[config.mk]
export PLATFORM = sky130hd
export DESIGN_NAME = uart_rx_oversampled
export DESIGN_NICKNAME = d
export VERILOG_FILES = /design/src/rtl/uart_rx_oversampled.sv
export SDC_FILE = /design/constraint.sdc
export NUM_CORES = 1
export LEC_CHECK = 0
export CAP_MARGIN = 30
export CORE_MARGIN = 2
export CORE_UTILIZATION = 53
export CTS_CLUSTER_SIZE = 8
export DETAILED_ROUTE_END_ITERATION = 10
export GPL_TIMING_DRIVEN = 0
export PLACE_DENSITY = 0.78
export SKIP_LAST_GASP = 1
export SLEW_MARGIN = 20
export SYNTH_ARGS = -nofsm -noshare
export SYNTH_HDL_FRONTEND = slang
export SYNTH_SLANG_ARGS = --single-unit
[constraint.sdc]
create_clock -name i_Clock -period 1.74 [get_ports i_Clock]
set_clock_uncertainty 0.05 [all_clocks]
set_input_delay 0.348 -clock i_Clock [delete_from_list [all_inputs] [get_ports i_Clock]]
set_output_delay 0.348 -clock i_Clock [all_outputs]
set_load 0.01 [all_outputs]
[src/rtl/uart_rx_oversampled.sv]
// Oversampled 8N1 UART receiver with a one-entry holding register, frame and overrun reporting.
// Define UART_RX_PARITY_EN to add an even-parity bit between the data bits and the stop bit.
module uart_rx_oversampled #(
  parameter int TICK_PER_BIT = 16
) (
  input  logic       i_Clock,
  input  logic       i_reset,
  input  logic       i_enable,
  input  logic       sample_tick,
  input  logic       i_RX,
  input  logic       i_data_re,
  output logic [7:0] o_data,
  output logic       o_data_valid,
  output logic       o_RX_Active,
  output logic       o_RX_Done,
  output logic       o_frame_err,
  output logic       o_overrun,
  output logic       o_parity_err
);

  localparam int CW = $clog2(TICK_PER_BIT);
  localparam logic [CW-1:0] HALF_LAST = CW'(TICK_PER_BIT / 2 - 1);
  localparam logic [CW-1:0] BIT_LAST  = CW'(TICK_PER_BIT - 1);
  localparam logic [CW-1:0] CNT_ONE   = CW'(1);

  typedef enum logic [2:0] {
    S_IDLE,
    S_START,
    S_DATA,
`ifdef UART_RX_PARITY_EN
    S_PARITY,
`endif
    S_STOP
  } state_t;

  state_t        state;
  logic          rx_meta;
  logic          rx_s;
  logic [CW-1:0] tick_cnt;
  logic [2:0]    bit_idx;
  logic [7:0]    shift;
  logic          par_bad;

`ifdef UART_RX_PARITY_EN
  logic parity_bit;
  logic parity_err_q;

  assign par_bad      = ^{shift, parity_bit};
  assign o_parity_err = parity_err_q;
`else
  assign par_bad      = 1'b0;
  assign o_parity_err = 1'b0;
`endif

  always_ff @(posedge i_Clock) begin
    if (i_reset) begin
      state        <= S_IDLE;
      rx_meta      <= 1'b1;
      rx_s         <= 1'b1;
      tick_cnt     <= '0;
      bit_idx      <= '0;
      shift        <= '0;
      o_data       <= '0;
      o_data_valid <= 1'b0;
      o_RX_Active  <= 1'b0;
      o_RX_Done    <= 1'b0;
      o_frame_err  <= 1'b0;
      o_overrun    <= 1'b0;
`ifdef UART_RX_PARITY_EN
      parity_bit   <= 1'b0;
      parity_err_q <= 1'b0;
`endif
    end else begin
      // Pulses default low every cycle, including while disabled.
      o_RX_Done   <= 1'b0;
      o_frame_err <= 1'b0;
      o_overrun   <= 1'b0;
`ifdef UART_RX_PARITY_EN
      parity_err_q <= 1'b0;
`endif
      if (i_enable) begin
        rx_meta <= i_RX;
        rx_s    <= rx_meta;

        // A good frame loaded in the same cycle overrides this clear below.
        if (i_data_re)
          o_data_valid <= 1'b0;

        if (sample_tick) begin
          case (state)
            S_IDLE: begin
              if (!rx_s) begin
                state    <= S_START;
                tick_cnt <= '0;
              end
            end

            S_START: begin
              if (tick_cnt == HALF_LAST) begin
                tick_cnt <= '0;
                if (rx_s) begin
                  state <= S_IDLE;
                end else begin
                  state       <= S_DATA;
                  bit_idx     <= '0;
                  o_RX_Active <= 1'b1;
                end
              end else begin
                tick_cnt <= tick_cnt + CNT_ONE;
              end
            end

            S_DATA: begin
              if (tick_cnt == BIT_LAST) begin
                tick_cnt       <= '0;
                shift[bit_idx] <= rx_s;
                bit_idx        <= bit_idx + 3'd1;
                if (bit_idx == 3'd7) begin
`ifdef UART_RX_PARITY_EN
                  state <= S_PARITY;
`else
                  state <= S_STOP;
`endif
                end
              end else begin
                tick_cnt <= tick_cnt + CNT_ONE;
              end
            end

`ifdef UART_RX_PARITY_EN
            S_PARITY: begin
              if (tick_cnt == BIT_LAST) begin
                tick_cnt   <= '0;
                parity_bit <= rx_s;
                state      <= S_STOP;
              end else begin
                tick_cnt <= tick_cnt + CNT_ONE;
              end
            end
`endif

            S_STOP: begin
              if (tick_cnt == BIT_LAST) begin
                tick_cnt    <= '0;
                o_RX_Active <= 1'b0;
                state       <= S_IDLE;
                if (rx_s && !par_bad) begin
                  o_data       <= shift;
                  o_data_valid <= 1'b1;
                  o_RX_Done    <= 1'b1;
                  if (o_data_valid && !i_data_re)
                    o_overrun <= 1'b1;
                end
                if (!rx_s)
                  o_frame_err <= 1'b1;
`ifdef UART_RX_PARITY_EN
                if (par_bad)
                  parity_err_q <= 1'b1;
`endif
              end else begin
                tick_cnt <= tick_cnt + CNT_ONE;
              end
            end

            default: state <= S_IDLE;
          endcase
        end
      end
    end
  end

endmodule

==> flow_summary.ini <==
[critical_path]
arrival_ns = 1.85
r2r_cells = 4
cp_max_fo = 5
cp_top_family = simple AND/OR/NAND/NOR gates
end_kind = register
cp_cell_sequence = or4b_4 > a211oi_4 > nand2_1 > mux2i_1
crit_path_start_kind = register
path_depth = 4
max_stage_delay_ns = 0.57
required_ns = 1.90
reg2reg_setup_slack_ns = 0.05
worstSetupPathType = reg2reg
crit_buf_inv = 0
slowest_stage = or4b_4

[clock_tree]
cts_buffers = 5
clock_sinks = 32
cts_tree = yes
cts_root_buffer = clkbuf_4
ctsHoldBuffers = 0
htreeDepth = 2
clkSlewWorstSetupHoldPaths_ns = 0.09
clk_latency_ns = 0.33
clockBufferDepth = 2

[job]
maxCapViolCount = 0

[synthesis]
synth_commonest_cells = dfxtp_1, mux2i_1, nand2_1, nand2b_1, nand3b_1
synth_seq_cells = 32
async_flop_share_pct = 0
avgSynthCellArea_sq_um = 9.20
yosysTopAreaCell = dfxtp_1
synth.most_common_cell = dfxtp_1
synth_edf_count = 0
ys.flop_type = dfxtp_1
synth_area_sq_um = 1450
ys_seq_area_share_pct = 44.1
synth.area.top_cells = dfxtp_1, mux2i_1, nand3b_1
syn_nets = 167
synth_cell_type_count = 38
synth_warnings = 0
synth_cells = 158
yosys.area.top_type_share_pct = 44.1

[route]
num_vias = 1233
finalWirelength_um = 3200
drc_errors = 0
first_pass_iters = 4
avgRoutedWirePerCell_um = 14.7
drtIter0Drc = 41
ant_nets = 0
drt-vias-per-instance = 5.68

[placed_design]
hpwl_um = 2180
place_congestion = 0.809
port_buffers = 17
post-place-ws_ns = -0.348

[timing]
setup_viol_count_final = 0
min_period_ns = 1.69
holdWs_ns = 0.408
layout_setup_ws_ns = 0.0510
tns_ns = 0
drv_slew = 0
rsz0062_at_grt = true
min_period_over_period_pct = 97.1
timing.fmax_ghz = 0.592
hold_viol = 0

[cells_and_area]
nNetsFinal = 196
drive_above_1_share_pct = 13.4
num_antenna_cells = 0
fillers = 204
regArea_sq_um = 649
synthToLayoutAreaGrowth_pct = 21.6
multi_input_area_sq_um = 761

[global_routing]
grt_remaining_overflow = 0
grt_start_max_net_pins = 11
antenna_found_initial = 0
grt_pass1_vias = 1115
grt_pass1_wl_um = 5180
gr-usage-all-layers_pct = 21.2

[floorplanning]
die_x_um = 56.4
num_rows = 18
die_y_um = 56.4
start_util_pct = 57.1
io_pins = 20
core_area_sq_um = 2540
die_area_sq_um = 3180

[power_and_ir_drop]
peakVddDrop_v = 0.000566
pwr_density_cell_nw_per_um2 = 679
p_leak_nw = 0.652

[min_path]
holdPathStages = 3
hp-class = in2reg

[run_status]
status = finished clean
[worst reg2reg max path: cells and delay by family (launching register included)]
kind / cells / cell delay [ns]
compound gates: 1 / 0.30
flops: 1 / 0.37
simple gates: 2 / 0.72
mux: 1 / 0.14
[where the power goes]
part           switching (mW)  leakage, nW  total (mW)  internal, mW
Combinational          0.0370        0.364      0.0744        0.0373
Clock                   0.239       0.0281       0.388         0.148
Sequential            0.00382        0.260       0.738         0.735
Total                   0.280        0.652        1.20         0.920
[cell usage in the layout (no fill, tap or decap), types with 2 or more instances in the layout]
cell type,n
nand4_1,3
clkbuf_2,2
nand2_1,10
clkdlybuf4s50_1,17
and2_1,5
nand3b_1,10
nand3_1,7
nor2b_1,4
o21ai_1,8
a211o_1,2
clkbuf_4,5
nor3b_1,2
a22oi_1,2
a21oi_1,7
clkbuf_1,5
nor3_1,3
dfxtp_4,2
mux2i_1,12
dfxtp_1,29
ha_1,2
buf_4,8
nand2b_1,10
nor2_1,9
[layout make-up]
| cell class | instances | area share, % |
|---|---|---|
| plain buffers | 9 | 2.69 |
| clock buffers | 6 | 2.34 |
| clock inverters | 1 | 0.283 |
| inverters | 1 | 0.212 |
| multi-input cells | 114 | 43.0 |
| flip-flops and latches | 32 | 36.7 |
| well taps | 30 | 2.12 |
| repair buffers | 24 | 12.6 |
[logic make-up (layout without fill, tap and decap cells)]
kind of cell    after synthesis  in the layout  synth area share (%)
other cells                   1              1                 0.258
compound gates               28             28                  13.0
flops                        32             32                  44.1
fa+ha+maj                     3              3                  2.58
simple gates                 70             70                  27.7
buf+inv                      12             41                  4.13
mux                          12             12                  8.26
[per-layer routing]
layer | track usage, % | wire [um] | up-vias
met2 | 32.6 | 1480 | 46
li1 | - | - | 610
met5 | 0 | 0 | -
met3 | 6.91 | 228 | 8
met4 | 8.16 | 74 | 0
met1 | 27.6 | 1410 | 569
[through the flow]
stage               cell area (sq um)  cells  total power [mW]  utilization, %
finish                           1770    217              1.20            69.5
floorplan                        1450    158             0.800               -
detailed placement               1660    205             0.823            65.3
global placement                 1660    205             0.821            65.3
global route                     1770    217              1.26            69.5
CTS                              1730    213              1.21            67.9
[flip-flops by register name, indices dropped and copies added (netlist names)]
register      cells
o_frame_err       1
state             2
o_data            8
shift             8
bit_idx           3
o_data_valid      1
rx_s              1
tick_cnt          4
o_overrun         1
o_RX_Active       1
o_RX_Done         1
rx_meta           1
[path summary, 6_finish.rpt]
kind / end / start
worst min register to register: rx_s / rx_meta
worst min-delay path: rx_meta / i_enable
worst max register to register: shift[2] / rx_s
worst max-delay path: shift[2] / rx_s
[repair_timing]
action,4_1_cts,5_1_grt
endpoints found under the hold margin,0,0
pin swaps,4,4
endpoints found under the setup margin,10,12
buffers inserted,2,5
resized for setup,7,4
No activity file was read; power rests on OpenSTA's default activity.
